===== src/rtl/ip_vdp_write_fifo.sv =====
// ip_vdp_write_fifo: posted-write FIFO between the CPU bus and the VDP port.
// Writes are queued and drained to the VDP in order. A read first waits for
// every queued write to leave, then issues a single VDP read and returns the
// data with a one-cycle bus_rdata_en strobe.
// Optional build macro IP_VDP_WRITE_FIFO_LEVEL_EN adds the fifo_level and
// fifo_peak occupancy outputs.
module ip_vdp_write_fifo #(
    parameter int unsigned DEPTH_LOG2 = 3
) (
    input  logic                  clk,
    input  logic                  reset,
    // CPU side
    input  logic [1:0]            bus_address,
    input  logic                  bus_ioreq,
    input  logic                  bus_write,
    input  logic                  bus_valid,
    output logic                  bus_ready,
    input  logic [7:0]            bus_wdata,
    output logic [7:0]            bus_rdata,
    output logic                  bus_rdata_en,
    // VDP side
    output logic [1:0]            vdp_address,
    output logic                  vdp_ioreq,
    output logic                  vdp_write,
    output logic                  vdp_valid,
    input  logic                  vdp_ready,
    output logic [7:0]            vdp_wdata,
    input  logic [7:0]            vdp_rdata,
`ifdef IP_VDP_WRITE_FIFO_LEVEL_EN
    output logic [DEPTH_LOG2:0]   fifo_level,
    output logic [DEPTH_LOG2:0]   fifo_peak,
`endif
    input  logic                  vdp_rdata_en
);

    localparam int unsigned DEPTH = 1 << DEPTH_LOG2;
    localparam int unsigned AW    = DEPTH_LOG2;
    localparam int unsigned CW    = DEPTH_LOG2 + 1;

    typedef struct packed {
        logic [1:0] addr;
        logic [7:0] data;
    } fifo_entry_t;

    typedef enum logic [2:0] {
        IDLE,
        DRAIN,
        RD_REQ,
        RD_WAIT,
        RD_RESP
    } state_t;

    state_t      r_state;
    state_t      w_state_nxt;

    fifo_entry_t r_mem [DEPTH];
    logic [AW-1:0] r_wr_ptr;
    logic [AW-1:0] r_rd_ptr;
    logic [CW-1:0] r_count;
    logic [CW-1:0] w_count_nxt;

    logic [1:0]  r_rd_addr;
    logic [7:0]  r_bus_rdata;

    logic        w_full;
    logic        w_empty;
    logic        w_push;
    logic        w_pop;
    logic        w_rd_latch;
    logic        w_rd_capture;
    fifo_entry_t w_head;
    fifo_entry_t w_new_entry;

    assign w_full      = (r_count == CW'(DEPTH));
    assign w_empty     = (r_count == '0);
    assign w_head      = r_mem[r_rd_ptr];
    assign w_new_entry = '{addr: bus_address, data: bus_wdata};

    assign vdp_ioreq   = vdp_valid;
    assign bus_rdata   = r_bus_rdata;

    // Next state, handshakes and VDP-side request muxing
    always_comb begin
        w_state_nxt  = r_state;
        bus_ready    = 1'b0;
        bus_rdata_en = 1'b0;
        vdp_valid    = 1'b0;
        vdp_write    = 1'b1;
        vdp_address  = w_head.addr;
        vdp_wdata    = w_head.data;
        w_push       = 1'b0;
        w_pop        = 1'b0;
        w_rd_latch   = 1'b0;
        w_rd_capture = 1'b0;

        case (r_state)
            IDLE: begin
                bus_ready = !w_full;
                vdp_valid = !w_empty;
                w_pop     = !w_empty && vdp_ready;
                // Acceptance is re-derived here rather than read back from bus_ready
                if (bus_valid && bus_ioreq && !w_full) begin
                    if (bus_write) begin
                        w_push = 1'b1;
                    end else begin
                        w_rd_latch  = 1'b1;
                        w_state_nxt = DRAIN;
                    end
                end
            end
            DRAIN: begin
                vdp_valid = !w_empty;
                w_pop     = !w_empty && vdp_ready;
                // Leave only once the count has been observed at zero
                if (w_empty) begin
                    w_state_nxt = RD_REQ;
                end
            end
            RD_REQ: begin
                vdp_valid   = 1'b1;
                vdp_write   = 1'b0;
                vdp_address = r_rd_addr;
                vdp_wdata   = 8'h00;
                if (vdp_ready) begin
                    w_state_nxt = RD_WAIT;
                end
            end
            RD_WAIT: begin
                if (vdp_rdata_en) begin
                    w_rd_capture = 1'b1;
                    w_state_nxt  = RD_RESP;
                end
            end
            RD_RESP: begin
                bus_rdata_en = 1'b1;
                w_state_nxt  = IDLE;
            end
            default: begin
                w_state_nxt = IDLE;
            end
        endcase
    end

    // Occupancy after this cycle's push/pop
    always_comb begin
        w_count_nxt = r_count;
        if (w_push && !w_pop) begin
            w_count_nxt = r_count + CW'(1);
        end else if (w_pop && !w_push) begin
            w_count_nxt = r_count - CW'(1);
        end
    end

    // State register
    always_ff @(posedge clk) begin
        if (reset) begin
            r_state <= IDLE;
        end else begin
            r_state <= w_state_nxt;
        end
    end

    // FIFO pointers and count; reset discards queued writes
    always_ff @(posedge clk) begin
        if (reset) begin
            r_wr_ptr <= '0;
            r_rd_ptr <= '0;
            r_count  <= '0;
        end else begin
            if (w_push) begin
                r_wr_ptr <= r_wr_ptr + AW'(1);
            end
            if (w_pop) begin
                r_rd_ptr <= r_rd_ptr + AW'(1);
            end
            r_count <= w_count_nxt;
        end
    end

    // FIFO storage (no reset needed, validity tracked by the count)
    always_ff @(posedge clk) begin
        if (w_push) begin
            r_mem[r_wr_ptr] <= w_new_entry;
        end
    end

    // Read address latch and read data capture
    always_ff @(posedge clk) begin
        if (reset) begin
            r_rd_addr   <= 2'b00;
            r_bus_rdata <= 8'h00;
        end else begin
            if (w_rd_latch) begin
                r_rd_addr <= bus_address;
            end
            if (w_rd_capture) begin
                r_bus_rdata <= vdp_rdata;
            end
        end
    end

`ifdef IP_VDP_WRITE_FIFO_LEVEL_EN
    logic [CW-1:0] r_peak;

    assign fifo_level = r_count;
    assign fifo_peak  = r_peak;

    // Sticky high-water mark, tracks the count in the same cycle it is reached
    always_ff @(posedge clk) begin
        if (reset) begin
            r_peak <= '0;
        end else if (w_count_nxt > r_peak) begin
            r_peak <= w_count_nxt;
        end
    end
`endif

endmodule


===== config.mk =====
export PLATFORM = sky130hd
export DESIGN_NAME = ip_vdp_write_fifo
export DESIGN_NICKNAME = d
export VERILOG_FILES = /design/src/rtl/ip_vdp_write_fifo.sv
export SDC_FILE = /design/constraint.sdc
export NUM_CORES = 1
export LEC_CHECK = 0
export CAP_MARGIN = 0
export CORE_MARGIN = 3
export CORE_UTILIZATION = 55
export CTS_CLUSTER_DIAMETER = 200
export DETAILED_ROUTE_END_ITERATION = 8
export GPL_TIMING_DRIVEN = 0
export PLACE_DENSITY = 0.78
export SYNTH_ARGS = -nofsm -noshare
export SYNTH_HDL_FRONTEND = slang
export SYNTH_SLANG_ARGS = --single-unit

===== constraint.sdc =====
create_clock -name clk -period 2.8 [get_ports clk]
set_input_delay 0.28 -clock clk [delete_from_list [all_inputs] [get_ports clk]]
set_output_delay 0.28 -clock clk [all_outputs]
set_load 0.05 [all_outputs]

# Word level (Yosys, flattened, before mapping)
# Memories as Yosys holds them, arrays and structs flattened. A register that Yosys moved wholly into a read port is not among the register bits.
# Index checks and enable logic that the tools add are counted.
# classes
addsub,4
n_eq_ne,10
muxes,27
reduce_logical,14
# ops
cell,n
$mux 3,7
$mux 1,14
$pmux 3 s4,1
$ne 2x2->1 const B,5
$mux 4,2
$mux 8,1
$add 3x1->3 const B,2
$eq 3x2->1 const B,2
$logic_and 1x1->1,5
$reduce_and 5->1,1
$add 4x1->4 const B,1
$eq 4x4->1 const B,1
$logic_not 1->1,4
$logic_not 4->1,1
$sub 4x1->4 const B,1
$eq 3x1->1 const B,1
$eq 3x3->1 const B,1
$logic_not 3->1,1
$mux 2,1
$pmux 1 s2,1
$reduce_bool 2->1,1
$reduce_or 2->1,1
# totals
regBits,23
mem_bits_rw,80
input_bits,25
mem_count,1
# memory_table
memory,words,width,rd,rd_clocked_by_memory_dff,wr,line_no,source
r_mem,8,10,1,1,1,56,fifo_entry_t r_mem [DEPTH];

# Longest topological paths before layout
# logic_depth
ltp_word,9
depth_mapped,10
mapped_depth_nobuf,9

# Worst setup path before layout
# OpenSTA, ideal clock, no wires.
# synth_path
path_type,register to register
start,register r_state[1]
end,register r_count[3]
setup_ns,0.121
arrival_ns,2.434
required_time_ns,2.679
slack_ns,0.245
stages_incl_launch_ff,11
path_cell_list,dfxtp_1 > buf_6 > or4b_4 > nor3_4 > ha_1 > inv_1 > ha_1 > a21oi_1 > a211oi_1 > a31oi_1 > mux2_2
# synth_via
word_cells_on_any_way,11
classes_between,eq/ne: 1; mux: 3; reduce/logical: 7
# synth_rtl
item,line_no,source
start: declaration,53,state_t r_state;
start signal: assignment,159,r_state <= w_state_nxt;
$logic_not 3->1 *,96,case (r_state)
$mux 1 *,96,
net w_push,67,logic w_push;
$logic_not 1->1,149,end else if (w_pop && !w_push) begin
$logic_and 1x1->1,149,
$reduce_bool 2->1 (no source line),-,
end signal: assignment,176,r_count <= w_count_nxt;
end: declaration,59,logic [CW-1:0] r_count;
# The timed path passes the listed nets; every way through them passes the cells marked *.
# A chain may end at the register's enable or synchronous reset.

# Worst setup path in the final report
# Same ends and word-level chain as after synthesis.

==> summary by stage <==
Synth
The number of distinct standard cells referenced by the synthesized netlist is 41. The number of enable-type register cells in the synthesized netlist is 80. The combined area of all synthesized cells is 4280 µm². The post-synthesis instance total is 273. Of the synthesized area, sequential elements account for 0.683.

Of all cell types, the one taking the most synthesized area is sky130_fd_sc_hd__edfxtp_1. The number of nets in the synthesized netlist is 304. The number of register bits inferred by synthesis is 106.

In the post-synthesis netlist, the biggest area contributors are sky130_fd_sc_hd__edfxtp_1 56%, sky130_fd_sc_hd__dfxtp_1 12%, sky130_fd_sc_hd__mux4_2 11%. After synthesis, the share of flip-flops with an asynchronous set or reset is 0. The portion of synthesized cell area occupied by the leading cell type is 0.561.

The most used flip-flop cell after synthesis is sky130_fd_sc_hd__edfxtp_1. The average instance in the mapped netlist occupies 15.7 µm². Yosys printed 0 warnings.

Layout
The number of fillers in the final layout is 486. For this run, the post-layout net count is 365. In the layout the commonest cells are 80 x sky130_fd_sc_hd__edfxtp_1, 32 x sky130_fd_sc_hd__clkdlybuf4s50_1, 29 x sky130_fd_sc_hd__nor2_1. 0 antenna diodes ended up in the layout.

The finished cells cover 5150 µm². The share of final-layout standard cells stronger than drive strength 1 is 0.201. From synthesis to final layout, the design area changed by 20.5%. Leaving out fill and tap cells, the most frequent cell in the layout is sky130_fd_sc_hd__edfxtp_1.

Global routing
The global-route wire length before repair is 12.6 mm. Entering global routing, the biggest net connects 18 pins. The overall track demand over capacity in global routing is 0.191. The total grt overflow is 0.

The number of global-route vias before repair is 2,417. The number of antenna violations at the first check in global routing came to 0.

Timing
Setup violations remaining at the end of the flow were counted as 0. The slew of the pin with the lowest slew margin is 1090 ps. The achievable frequency is 373 MHz. Across all setup checks in the final design, the least slack found is 120 ps. The total count of max-transition violations in the final report came to 0. The final cycle utilization of the critical path is 0.957.

The worst hold margin is 253 ps. The setup clock skew after layout is 12.3 ps. For the final routed database, the setup TNS stands at 0 ps. The headroom to the max-slew limit is 0.269.

The minimum clock period after layout is 2680 ps. The hold violation count in the final report is 0.

Setup path
The highest net fanout along the worst path is 10. The category of the worst setup path capture point is a flip-flop. The critical path start-end classification is reg -> reg.

The worst path arrival time is 2930 ps. The critical-path cell with the highest stage delay is sky130_fd_sc_hd__or4b_4. Traced cell by cell, the critical path runs through buf_6, or4b_4, nor3_4, ha_1, inv_1, ha_4, nand3_1, a211oi_1, a31oi_1, mux2_2.

The delay contributed by the slowest stage of the critical path is 540 ps. STA classifies the critical path startpoint as a flip-flop. At the worst endpoint, the required time is 3050 ps.

Clock network
TritonCTS built the clock tree. Clock-pin slew was measured on the worst setup and hold paths at 100 ps. At the later pin of the worst-skew pair, clock insertion delay measures 360 ps. The H-tree level count is 3. The maximum number of buffers from clock root to sink is 2.

The total CTS buffers is 9. The tree is rooted in a sky130_fd_sc_hd__clkbuf_8. The clock sink count is 106.

After clock tree synthesis, the flow added hold-fix buffers numbering 0.

Run status
The flow ran to the end, and the final reports show no timing, DRC or antenna violations.

Routing
The routed wire length per instance is 17.6 µm. The length of the first detailed-routing pass in iterations is 4. The final layout contains routed wiring with a total length of 7.72 mm.

The post-route antenna net violation count is 0. The via density per instance is 5.54. The remaining routing DRC violations is 0.

The number of DRC markers in iteration 0 is 157. The via count of the routed design is 2,425.

Floorplanning
The die covers 8870 µm². The number of rows created at floorplan is 31. The core outline area is 7410 µm². The effective utilization at floorplan is 0.578. In this run the horizontal extent of the chip is 94.2 µm. The number of top-level pins is 48.

The floorplan die height is 94.2 µm.

Power
Summed over all cells, the static leakage comes to 0.00168 µW. The power consumption is 3930 µW. IR analysis of the VDD net gives a maximum drop of 0.709 mV. Power spread over the standard cell area amounts to 763 nW/µm².

Placed design
Input and output buffers added on the ports amount to 45. Routability-driven placement finished with a final weighted congestion of 0.773. Prior to clock tree synthesis, the placed netlist has a worst setup slack of -245 ps. After legalization and detailed placement, the total HPWL measured 5.15 mm. The cell area after placement is 4910 µm².

Job
The max-capacitance violation count is 0.

Hold path
In this run the worst hold path is classified as in -> reg.
-- state kept, by name (all words and copies together) (netlist names), named ones only --
signal     count
r_state        3
r_rd_ptr       3
bus_rdata      8
r_rd_addr      2
r_count        4
r_wr_ptr       3
r_mem         80
-- what timing repair did --
action | 4_1_cts | 5_1_grt
resized for setup | 15 | 13
cloned | 0 | 0
pin swaps | 0 | 1
setup buffers | 0 | 2
endpoints found under the setup margin | 23 | 7
-- synthesized netlist by cell type (2+ instances only) --
| cell | count |
|---|---|
| sky130_fd_sc_hd__nor3b_1 | 2 |
| sky130_fd_sc_hd__inv_1 | 2 |
| sky130_fd_sc_hd__edfxtp_1 | 80 |
| sky130_fd_sc_hd__dfxtp_1 | 26 |
| sky130_fd_sc_hd__buf_2 | 4 |
| sky130_fd_sc_hd__nor4_1 | 2 |
| sky130_fd_sc_hd__nand3_1 | 3 |
| sky130_fd_sc_hd__a21oi_1 | 13 |
| sky130_fd_sc_hd__nor2_1 | 29 |
| sky130_fd_sc_hd__nor3_1 | 7 |
| sky130_fd_sc_hd__nand2_1 | 26 |
| sky130_fd_sc_hd__mux2i_1 | 13 |
| sky130_fd_sc_hd__o21ai_1 | 2 |
| sky130_fd_sc_hd__xor2_1 | 3 |
| sky130_fd_sc_hd__a211oi_1 | 2 |
| sky130_fd_sc_hd__mux4_2 | 20 |
| sky130_fd_sc_hd__o21ai_0 | 2 |
| sky130_fd_sc_hd__clkbuf_1 | 8 |
| sky130_fd_sc_hd__xnor2_1 | 3 |
| sky130_fd_sc_hd__ha_1 | 5 |
-- final timing paths --
check / startpoint / slack (ps) / to / cells after the start
max: r_state[1] / 120 / r_count[3] / 10
min: reset / 250 / bus_rdata[7] / 2
max reg2reg: r_state[1] / 120 / r_count[3] / 10
min reg2reg: bus_rdata[5] / 460 / bus_rdata[5] / 2
-- critical path: cells and delay by family, from the launching register on --
kind | cells | cell delay (ps)
multiplexers | 1 | 270
AO/OA/AOI/OAI | 2 | 360
adder cells (fa/ha/maj) | 2 | 520
AND/OR/NAND/NOR | 3 | 880
flip-flops | 1 | 320
buffers and inverters | 2 | 240
-- power by group --
part / internal [µW] / leakage, µW / switching [µW]
combinational: 437 / 0.000641 / 690
clock: 511 / 0.000105 / 499
sequential: 1740 / 0.000931 / 52.2
total: 2690 / 0.00168 / 1240
-- stage by stage --
step | util | instances
floorplan | - | 273
CTS | 0.691 | 436
finish | 0.696 | 438
detailed placement | 0.663 | 421
global placement | 0.655 | 417
global route | 0.696 | 438
-- per-layer routing --
layer	share of wire	global-route usage
met4	0.0069	0.0517
met2	0.50	0.307
met5	0	0
met1	0.44	0.267
met3	0.058	0.0401
-- layout make-up --
cell class                 count  area, µm²  share of cell area
clock inverter                 5       85.1              0.0165
tap                           99        124              0.0240
clock buffer                  11        131              0.0255
inverter                       2       7.51             0.00146
multi-input combinational    150       1330               0.257
buffer                        14       75.1              0.0146
timing repair buffer          51        483              0.0937
sequential                   106       2920               0.567
-- kinds of logic after synthesis --
| logic type | synth area share |
|---|---|
| DFF | 0.683 |
| and+or+nand+nor | 0.101 |
| muxes | 0.138 |
| AOI/OAI and AO/OA | 0.0272 |
| buffers and inverters | 0.0187 |
| xor gates and xnor gates | 0.0123 |
| adders and majority gates | 0.0193 |
No activity file was read; power rests on OpenSTA's default activity.
